File: src/rtl/halt_pkg.sv
// Shared types for the halt controller: FSM states, halt status codes and field widths.
package halt_pkg;

  localparam int unsigned PC_WIDTH   = 32;
  localparam int unsigned OP_WIDTH   = 32;
  localparam int unsigned EXIT_WIDTH = 8;

  typedef enum logic [2:0] {
    ST_IDLE,
    ST_RUN,
    ST_STEP,
    ST_PAUSED,
    ST_HALTED
  } state_t;

  typedef enum logic [1:0] {
    STAT_NONE    = 2'b00,
    STAT_OK      = 2'b01,
    STAT_ERROR   = 2'b10,
    STAT_TIMEOUT = 2'b11
  } status_t;

  // Error wins when the decoder flags ok and error together.
  function automatic status_t halt_code(input logic error);
    return error ? STAT_ERROR : STAT_OK;
  endfunction

endpackage

File: src/rtl/sat_counter.sv
// Saturating up-counter with enable and synchronous clear; never wraps past all-ones.
module sat_counter #(
  parameter int unsigned WIDTH = 8
) (
  input  logic             clk,
  input  logic             rst,
  input  logic             en,
  input  logic             clr,
  output logic [WIDTH-1:0] count
);

  always_ff @(posedge clk or negedge rst) begin
    if (!rst) begin
      count <= '0;
    end else if (clr) begin
      count <= '0;
    end else if (en && (count != '1)) begin
      count <= count + WIDTH'(1);
    end
  end

endmodule

File: src/rtl/halt_ctrl.sv
// Run/step/halt controller for a simple core: gates the core clock-enable, captures
// halt cause/pc/exit code and counts executed cycles with an optional watchdog.
module halt_ctrl
  import halt_pkg::*;
#(
  parameter int unsigned CYCLE_WIDTH    = 32,
  parameter int unsigned WATCHDOG_LIMIT = 0
) (
  input  logic                   clk,
  input  logic                   rst,
  input  logic                   ok_in,
  input  logic                   error_in,
  input  logic [OP_WIDTH-1:0]    op_code,
  input  logic [PC_WIDTH-1:0]    pc_in,
  input  logic                   start,
  input  logic                   step,
  input  logic                   resume,
  input  logic                   clear,
  output logic                   run_en,
  output logic                   halted,
  output logic [1:0]             halt_status,
  output logic [PC_WIDTH-1:0]    halt_pc,
  output logic [EXIT_WIDTH-1:0]  exit_code,
  output logic [CYCLE_WIDTH-1:0] cycle_count,
  output logic                   step_done
);

  localparam logic [CYCLE_WIDTH-1:0] WD_MATCH = CYCLE_WIDTH'(WATCHDOG_LIMIT - 1);

  state_t                  state_q, state_d;
  status_t                 status_q, status_d;
  logic [PC_WIDTH-1:0]     pc_q, pc_d;
  logic [EXIT_WIDTH-1:0]   exit_q, exit_d;
  logic                    step_done_q, step_done_d;
  logic                    halt_seen;
  logic                    timeout;
  logic                    unused_op_bits;

  assign unused_op_bits = ^{op_code[31:16], op_code[7:0]};

  // Clock-enable comes straight from state so reset drops it asynchronously.
  assign run_en = (state_q == ST_RUN) || (state_q == ST_STEP);
  assign halted = (state_q == ST_HALTED);

  assign halt_seen = run_en && (ok_in || error_in);
  assign timeout   = (WATCHDOG_LIMIT != 0) && (state_q == ST_RUN) && (cycle_count == WD_MATCH);

  assign halt_status = status_q;
  assign halt_pc     = pc_q;
  assign exit_code   = exit_q;
  assign step_done   = step_done_q;

  sat_counter #(
    .WIDTH(CYCLE_WIDTH)
  ) u_cycle_cnt (
    .clk  (clk),
    .rst  (rst),
    .en   (run_en),
    .clr  (clear),
    .count(cycle_count)
  );

  always_ff @(posedge clk or negedge rst) begin
    if (!rst) begin
      state_q     <= ST_IDLE;
      status_q    <= STAT_NONE;
      pc_q        <= '0;
      exit_q      <= '0;
      step_done_q <= 1'b0;
    end else begin
      state_q     <= state_d;
      status_q    <= status_d;
      pc_q        <= pc_d;
      exit_q      <= exit_d;
      step_done_q <= step_done_d;
    end
  end

  always_comb begin
    state_d     = state_q;
    status_d    = status_q;
    pc_d        = pc_q;
    exit_d      = exit_q;
    step_done_d = 1'b0;

    if (clear) begin
      state_d  = ST_IDLE;
      status_d = STAT_NONE;
      pc_d     = '0;
      exit_d   = '0;
    end else begin
      case (state_q)
        ST_IDLE: begin
          if (step)       state_d = ST_STEP;
          else if (start) state_d = ST_RUN;
        end
        ST_RUN: begin
          // A real halt in the watchdog cycle takes precedence over the timeout.
          if (halt_seen || timeout) begin
            state_d  = ST_HALTED;
            status_d = halt_seen ? halt_code(error_in) : STAT_TIMEOUT;
            pc_d     = pc_in;
            exit_d   = op_code[15:8];
          end
        end
        ST_STEP: begin
          if (halt_seen) begin
            state_d  = ST_HALTED;
            status_d = halt_code(error_in);
            pc_d     = pc_in;
            exit_d   = op_code[15:8];
          end else begin
            state_d     = ST_PAUSED;
            step_done_d = 1'b1;
          end
        end
        ST_PAUSED: begin
          if (step)                 state_d = ST_STEP;
          else if (start || resume) state_d = ST_RUN;
        end
        ST_HALTED: begin
          // Only clean halts may be resumed; error and timeout halts stick until clear.
          if (resume && (status_q == STAT_OK)) begin
            state_d  = ST_RUN;
            status_d = STAT_NONE;
          end
        end
        default: state_d = ST_IDLE;
      endcase
    end
  end

endmodule

File: config.mk
export PLATFORM = sky130hd
export DESIGN_NAME = halt_ctrl
export DESIGN_NICKNAME = d
export VERILOG_FILES = /design/src/rtl/halt_pkg.sv /design/src/rtl/sat_counter.sv /design/src/rtl/halt_ctrl.sv
export SDC_FILE = /design/constraint.sdc
export NUM_CORES = 1
export LEC_CHECK = 0
export CORE_MARGIN = 2
export CORE_UTILIZATION = 45
export CTS_BUF_LIST = sky130_fd_sc_hd__clkbuf_4
export DETAILED_ROUTE_END_ITERATION = 10
export PLACE_DENSITY_LB_ADDON = 0.25
export SKIP_CTS_REPAIR_TIMING = 1
export SLEW_MARGIN = 20
export SYNTH_ARGS = -nofsm -noshare
export SYNTH_HDL_FRONTEND = slang
export SYNTH_SLANG_ARGS = --single-unit
export TNS_END_PERCENT = 5
File: constraint.sdc
create_clock -name clk -period 2.4 [get_ports clk]
set_clock_uncertainty 0.1 [all_clocks]
set_input_delay 0.24 -clock clk [delete_from_list [all_inputs] [get_ports clk]]
set_output_delay 0.24 -clock clk [all_outputs]
set_load 0.005 [all_outputs]
### After elaboration in Yosys (flattened, before gate mapping)

Cells that the tools add are included.

| cells by class | value |
|---|---|
| add/subtract/negate cells | 1 |
| equal/unequal tests | 11 |
| mux-type cells | 25 |
| reductions and logical operators | 15 |

Operator list:

| kind | count |
|---|---|
| $mux W32 | 5 |
| $add A32 B1 Y32 const B | 1 |
| $ne A32 B32 Y1 const B | 1 |
| $mux W3 | 8 |
| $mux W8 | 3 |
| $pmux W3 S5 | 1 |
| $mux W2 | 4 |
| $ne A4 B4 Y1 const B | 2 |
| $eq A3 B2 Y1 const B | 2 |
| $reduce_bool A2 Y1 | 3 |
| $pmux W2 S2 | 1 |
| $reduce_and A4 Y1 | 1 |
| $eq A3 B1 Y1 const B | 1 |
| $eq A3 B3 Y1 const B | 1 |
| $logic_and A1 B1 Y1 | 3 |
| $logic_not A3 Y1 | 1 |
| $logic_or A1 B1 Y1 | 3 |
| $mux W1 | 3 |
| $ne A3 B1 Y1 const B | 1 |
| $ne A3 B2 Y1 const B | 1 |
| $ne A3 B3 Y1 const B | 1 |
| $reduce_and A3 Y1 | 1 |
| $reduce_bool A3 Y1 | 1 |
| $eq A2 B1 Y1 const B | 1 |
| 2 further kinds | 2 |

| word-level totals | value |
|---|---|
| flip-flop bits (word level) | 78 |

### Logic depth before layout (Yosys ltp)

Gate-level depths: netlist (run 1).

| logic depth | value |
|---|---|
| depth after elaboration | 6 |
| mapped depth | 8 |

### Modules after synthesis

From an unflattened synthesis (run 1), not the netlist that was laid out.

| unflattened totals | value |
|---|---|
| cells, all modules | 337 |
| area total of the unflattened synthesis | 3776.1 µm² |

By module, submodules not included:

| module | times used | cells an instance | area each (µm²) | sequential area each (µm²) |
|---|---|---|---|---|
| halt_ctrl | 1 | 139 | 1921.8 | 1151.1 |
| sat_counter | 1 | 198 | 1854.3 | 800.8 |

### Least setup slack after synthesis (run 1)

OpenSTA, ideal clock, no wires.

| timing path | value |
|---|---|
| kind | reg-to-reg |
| start | register u_cycle_cnt.count[21] |
| end | register u_cycle_cnt.count[15] |
| library setup time | 0.125 ns |
| arrival time | 1.822 ns |
| setup slack | 0.353 ns |
| cell stages (with the launch flop) | 8 |
| period minus slack after synthesis | 2.047 ns |
| cell sequence | dfrtp_1 > and4_1 > buf_2 > and3_4 > and4_4 > buf_6 > nor4_1 > mux2_2 |

| on the way | value |
|---|---|
| word-level cells in the longest chain between the ends | 3 |

RTL lines:

| element | line | text |
|---|---|---|
| from (decl) | sat_counter.sv:9 | `output logic [WIDTH-1:0] count` |
| from (signal assigned) | sat_counter.sv:18 | `count <= count + WIDTH'(1);` |
| $ne A32 B32 Y1 | sat_counter.sv:17 | `end else if (en && (count != '1)) begin` |
| $logic_and A1 B1 Y1 | sat_counter.sv:17 |  |
| $reduce_bool A2 Y1 (no source line) | - |  |

Every way passes these cells.
A chain may end at the register's enable or synchronous reset.

### Worst setup path after layout (run 1)

| timing path | value |
|---|---|
| start | register state_q[0] |
| end | output port run_en |

| on the way | value |
|---|---|
| word-level cells in the longest chain between the ends | 2 |
| elaborated cells between the ends (all ways) | 3 |

RTL lines:

| element | line | text |
|---|---|---|
| from (decl) | halt_ctrl.sv:30 | `state_t state_q, state_d;` |
| from (signal assigned) | halt_ctrl.sv:71 | `state_q <= state_d;` |
| $eq A3 B1 Y1 / $eq A3 B2 Y1 (equally long branches) | halt_ctrl.sv:42 | `assign run_en = (state_q == ST_RUN) \|\| (state_q == ST_STEP);` |
| $logic_or A1 B1 Y1 * | halt_ctrl.sv:42 |  |
| to (decl) | halt_ctrl.sv:19 | `output logic run_en,` |

Every way passes the cells marked *; elsewhere a longest branch is shown, timed or not.

==> implementation parameters, run 1 <==
Parameter                              Value

Place
  Cell Count Post-Placement    548
  I/O Buffers    124
  Hpwl dp    between 6 and 7 mm
  DP Area    approximately 0.005 mm^2
  Placer's final routability congestion estimate    0.796

Finish
  Final standard cell count with taps included and fillers excluded    564
  Count of filler cells inserted in the layout    649
  Number of antenna cells inserted    0
  Share of the core filled with cells in the final layout    approximately 66%
  Share of post-route cells with drive strength above 1    9.96%
  Final Cell Area    between 0.005 and 0.006 mm^2
  Layout overhead on the synthesized area    41.0%
  Total Nets Final    531

Synthesis
  Average instance area after synthesis    10.8 um^2
  Post-synth top flop    sky130_fd_sc_hd__dfrtp_1
  Post-synthesis cell area    between 0.003 and 0.004 mm^2
  Share of flip-flops with an asynchronous set or reset    100%
  Number of enable flip-flop cells after synthesis    0
  Distinct cells, synth    48
  Cell accounting for the most synthesized area    sky130_fd_sc_hd__dfrtp_1
  Yosys Warn Count    0
  Gate Count Post-Synth    337
  Most used standard cells in the synthesized netlist    sky130_fd_sc_hd__dfrtp_1 (78), sky130_fd_sc_hd__a22o_1 (40), sky130_fd_sc_hd__a21oi_1 (29)
  Share of the synthesized area in the top cell type    a little over half
  Syn_nets    410
  Synth top area cells    sky130_fd_sc_hd__dfrtp_1 (53%), sky130_fd_sc_hd__a22o_1 (9.6%), sky130_fd_sc_hd__a21oi_1 (4.0%)
  Leading cell type by number of instances after synthesis    sky130_fd_sc_hd__dfrtp_1
  Number of storage elements in the synthesis netlist    78
  Register area share after synthesis    53.5%

Clock network
  Buffer cell driving the clock tree root    sky130_fd_sc_hd__clkbuf_4
  Source-to-sink clock delay at the later pin of the worst-skew pair    0.42 ns
  Number of buffers created by CTS    9
  CTS sink cnt    78
  Clock slew at the register clock pins of the worst setup and hold paths    about 0.12 ns
  TritonCTS clock tree    yes
  Number of H-tree levels    3
  Deepest clock path buffer count    2

Route
  Length of the first detailed-routing pass in iterations    4
  Detailed-route wire length    9.16 mm
  Post-detailed-route via-to-cell ratio    5.74
  Drt first-iter violations    146
  Wire per inst    16.2 um
  Remaining number of nets flagged by the antenna check after routing    0
  Vias post-DR    3236
  Residual DRC count    0

Timing
  Count of final hold-check violations    0
  Max Slew Vio Count    0
  RSZ-0062 raised after global routing    yes
  Max Freq    0.427 GHz
  Final cycle utilization of the critical path    97.7%
  Hold WS    0.219 ns
  Worst slew margin relative to its limit    57.0%
  Number of setup violations in the final report    0
  Setup tns final    0 ns
  Worst Max-Slew Pin Slew    0.645 ns
  Clock period minus worst slack    around 2.3 ns

Critical path
  Largest fanout of any net on the critical path    8
  Endpoint type of the worst setup path    primary output
  Arrival time of data at the critical path endpoint    about 2.0 ns
  Critical path type    reg -> out
  Worst endpoint required time    2.06 ns
  Critical Path Start Type    register

Floorplan
  Placeable Area    0.00781 mm^2
  Total I/O pin count    149
  Die Height    94.1 um
  Initial Utilization    46.7%
  Die area    slightly below 0.009 mm^2
  Width of the chip    94.1 um
  Rows    32

Global routing
  Overflow left after global routing    0
  Overall global routing resource usage    21.8%
  Wire length of the first global-routing pass    between 10 and 15 mm
  Number of antenna violations at the first check in global routing    0
  Via count of the first global-routing pass    3113
  Pin count of the biggest net entering global routing    45

Pwr
  Static Leak    about 2.0 nW
  Power per standard cell area    734 mW/mm^2
  Highest ir drop seen on vdd    about 0.00048 V

Job
  Max-capacitance violation count    0

Outcome
  Run status    complete, no violations

Hold path
  Class of the most critical hold timing path    in -> async
==> layer usage <==
metal  GRT usage (%)  share of wire (%)  wire length (um)
met1            27.5                 42              3880
met2            34.4                 48              4370
met3            9.07                9.0               826
met4            6.16               0.85                78
met5               0                  0                 0
==> cell usage in the layout, fill, tap and decap left out, drive strengths merged, types with 2 or more instances in the layout <==
cell / count
clkdlybuf4s50: 123
dfrtp: 78
a22o: 40
a21oi: 29
nand2: 23
o31ai: 17
or4: 15
nor2: 15
o21ai: 14
or3: 10
clkbuf: 10
nand3: 10
buf: 10
nor4: 9
nand4: 9
inv: 7
nor2b: 5
mux2: 4
or2: 3
and4: 3
nor3: 3
clkinv: 3
o211ai: 2
o41ai: 2
and3: 2
==> power by group <==
part / total [mW] / switching [mW] / internal [mW] / leakage (nW)
Combinational: 1.28 / 0.535 / 0.747 / 0.917
Sequential: 1.74 / 0.198 / 1.54 / 1.05
Clock: 0.753 / 0.435 / 0.317 / 0.0697
==> registers in the layout, indices dropped and copies added (netlist names) <==
signal / count
halt_status: 2
state_q: 3
u_cycle_cnt.count: 32
halt_pc: 32
step_done: 1
exit_code: 8
==> per-stage QoR <==
stage               setup slack, ns  power [mW]
finish                       0.0562        3.78
global route                -0.0271        3.99
CTS                        -0.00877        3.79
detailed placement          -0.0318        3.02
global placement             0.0781        2.98
floorplan                     0.353        2.26
==> logic make-up after synthesis <==
logic type	Yosys count	synth area share, %
compound gates	110	21.3
xor+xnor	1	0.446
fa+ha+maj	1	0.343
buf+inv	31	4.25
flops	78	53.5
mux	5	1.51
simple gates	111	18.7
==> layout make-up <==
class	count	area [um^2]	area share, %
flip-flops and latches	78	1960	38.0
multi-input cells	228	1570	30.5
clock inverters	5	51.3	0.997
clock buffers	10	75.1	1.46
repair buffers	134	1340	26.1
well taps	102	128	2.48
inverters	7	26.3	0.511
==> worst paths after layout <==
| check | startpoint | to | slack (ns) | cells after the start |
|---|---|---|---|---|
| min reg2reg | halt_pc[21] | halt_pc[21] | 0.42 | 1 |
| min in group clk | pc_in[1] | halt_pc[1] | 0.30 | 2 |
| max | state_q[0] | run_en | 0.06 | 4 |
| max in group asynchronous | rst | state_q[1] | 1.37 | 3 |
| max reg2reg | u_cycle_cnt.count[0] | u_cycle_cnt.count[30] | 0.16 | 6 |
| min | rst | u_cycle_cnt.count[28] | 0.22 | 2 |
==> critical path: stages, from the launching register on <==
cell and delay [ns]:
sky130_fd_sc_hd__dfrtp_2 0.51, sky130_fd_sc_hd__xnor2_4 0.19, sky130_fd_sc_hd__or2_1 0.26, sky130_fd_sc_hd__inv_2 0.13, sky130_fd_sc_hd__clkdlybuf4s50_1 0.51
Power figures use the tool's default switching activity.
==> inputs of run 2 (changes only) <==
clock period = 2.67 ns   (was 2.4 ns; I/O delays follow)
==> run 2 against run 1 <==
Compared with the run above: via count shrank 0.31%; critical endpoint unchanged; total power fell by 9.5%; worst hold slack better by 0.11 ns; critical path depth stayed put; final area decreased by 0.97%; routed wire length decreased by 0.64%; non-clock buffer count decreased by 3; final cell count down 0.71%; combinational power is 15% lower; die area is the same; largest power group unchanged.
==> implementation parameters, run 2 (synthesis gave the netlist of run 1 again) <==
Parameter                              Value

Outcome
  Run status    complete, no violations

Route
  Vias post-DR    3226
  Residual DRC count    0
  Detailed-route wire length    9.10 mm
  Drt first-iter violations    between 100 and 150
  Remaining number of nets flagged by the antenna check after routing    0
  Wire per inst    16.3 um
  Length of the first detailed-routing pass in iterations    4
  Post-detailed-route via-to-cell ratio    5.76

Finish
  Reg area    slightly below 0.002 mm^2
  Total Nets Final    about 530
  Leading cell type in the layout, fill and taps excluded    sky130_fd_sc_hd__clkdlybuf4s50_1
  Multi-input combinational cell area    0.00155 mm^2
  Count of filler cells inserted in the layout    654
  Layout overhead on the synthesized area    39.6%
  Commonest non-fill, non-tap cells in the layout    sky130_fd_sc_hd__clkdlybuf4s50_1 (123), sky130_fd_sc_hd__dfrtp_1 (78), sky130_fd_sc_hd__a22o_1 (40), sky130_fd_sc_hd__a21oi_1 (29), sky130_fd_sc_hd__nand2_1 (23)
  Number of antenna cells inserted    0
  Share of post-route cells with drive strength above 1    8.52%
  Share of the core filled with cells in the final layout    65.3%

Timing
  Worst Max-Slew Pin Slew    between 0.9 and 1 ns
  Max Freq    0.413 GHz
  Worst slew margin relative to its limit    35.7%
  Clock period minus worst slack    2.42 ns
  Count of final hold-check violations    0
  Final cycle utilization of the critical path    90.8%
  Number of setup violations in the final report    0
  RSZ-0062 raised after global routing    no
  Hold WS    0.325 ns
  Setup tns final    0 ns
  Max Slew Vio Count    0

Clock network
  Number of buffers created by CTS    9
  Number of H-tree levels    3
  CTS sink cnt    78
  Clock slew at the register clock pins of the worst setup and hold paths    about 0.12 ns
  Buffer cell driving the clock tree root    sky130_fd_sc_hd__clkbuf_4
  Source-to-sink clock delay at the later pin of the worst-skew pair    0.43 ns
  TritonCTS clock tree    yes
  Deepest clock path buffer count    2

Critical path
  Critical Path Start Type    register
  Startpoint of the lowest-slack register-to-register path    u_cycle_cnt.count[0]
  Worst endpoint required time    2.30 ns
  Largest fanout of any net on the critical path    8
  Launch point of the critical path    state_q[0]
  Critical path type    reg -> out
  Endpoint type of the worst setup path    primary output
  Arrival time of data at the critical path endpoint    2.06 ns

Global routing
  Pin count of the biggest net entering global routing    79
  Wire length of the first global-routing pass    15.1 mm
  Number of antenna violations at the first check in global routing    0
  Overall global routing resource usage    22.0%
  Overflow left after global routing    0
  Via count of the first global-routing pass    3189

Hold path
  Startpoint of the tightest hold check path    pc_in[16]
  Class of the most critical hold timing path    in -> reg

Floorplan
  Width of the chip    94.1 um
  Die area    0.00885 mm^2
  Rows    32
  Initial Utilization    46.7%
  Total I/O pin count    149
  Placeable Area    a little under 0.008 mm^2
  Die Height    94.1 um

Pwr
  Highest ir drop seen on vdd    0.000376 V
  Static Leak    2.02 nW
  Power per standard cell area    671 mW/mm^2

Job
  Max-capacitance violation count    0

Place
  Hpwl dp    between 6 and 7 mm
  I/O Buffers    between 100 and 150
  Placer's final routability congestion estimate    0.812
-- run 2: worst max-delay path: stages (launching register included) --
cell	delay, ns
sky130_fd_sc_hd__dfrtp_1	0.51
sky130_fd_sc_hd__xnor2_2	0.22
sky130_fd_sc_hd__or2_1	0.25
sky130_fd_sc_hd__inv_2	0.13
sky130_fd_sc_hd__clkdlybuf4s50_1	0.52
-- run 2: stage by stage --
step / instances / instance area (um^2) / power, mW / worst slack [ns]
global route: 560 / 5090 / 3.62 / 0.162
CTS: 559 / 5080 / 3.44 / 0.230
detailed placement: 545 / 4940 / 2.66 / 0.385
global placement: 545 / 4940 / 2.64 / 0.424
floorplan: 337 / 3650 / 2.03 / 0.623
finish: 560 / 5090 / 3.42 / 0.246
-- run 2: power breakdown --
part | switching, mW | internal [mW] | leakage [nW]
Combinational | 0.464 | 0.627 | 0.891
Sequential | 0.171 | 1.38 | 1.05
Clock | 0.409 | 0.365 | 0.0753
-- run 2: routing by layer --
| metal | vias up | part of all wire, % | track usage [%] |
|---|---|---|---|
| met5 | - | 0 | 0 |
| met3 | 12 | 8.6 | 8.35 |
| met4 | 0 | 1.7 | 8.70 |
| met2 | 120 | 48 | 34.0 |
| met1 | 1572 | 42 | 28.0 |
| li1 | 1522 | - | - |
-- run 2: layout make-up --
| cell class | instances | area share (%) |
|---|---|---|
| timing repair buffer | 131 | 25.4 |
| clock inverter | 5 | 1.50 |
| clock buffer | 9 | 1.33 |
| multi-input combinational | 228 | 30.5 |
| inverter | 7 | 0.516 |
| tap | 102 | 2.50 |
| sequential | 78 | 38.3 |
-- run 2: final timing paths --
| check | end | slack (ns) | cells after the start |
|---|---|---|---|
| worst min register to register | halt_pc[16] | 0.42 | 1 |
| worst max-delay path | run_en | 0.25 | 4 |
| worst min-delay path | halt_pc[16] | 0.33 | 2 |
| min in group asynchronous | u_cycle_cnt.count[28] | 0.41 | 2 |
| worst max register to register | u_cycle_cnt.count[28] | 0.44 | 6 |
| max in group asynchronous | halt_pc[28] | 1.42 | 2 |
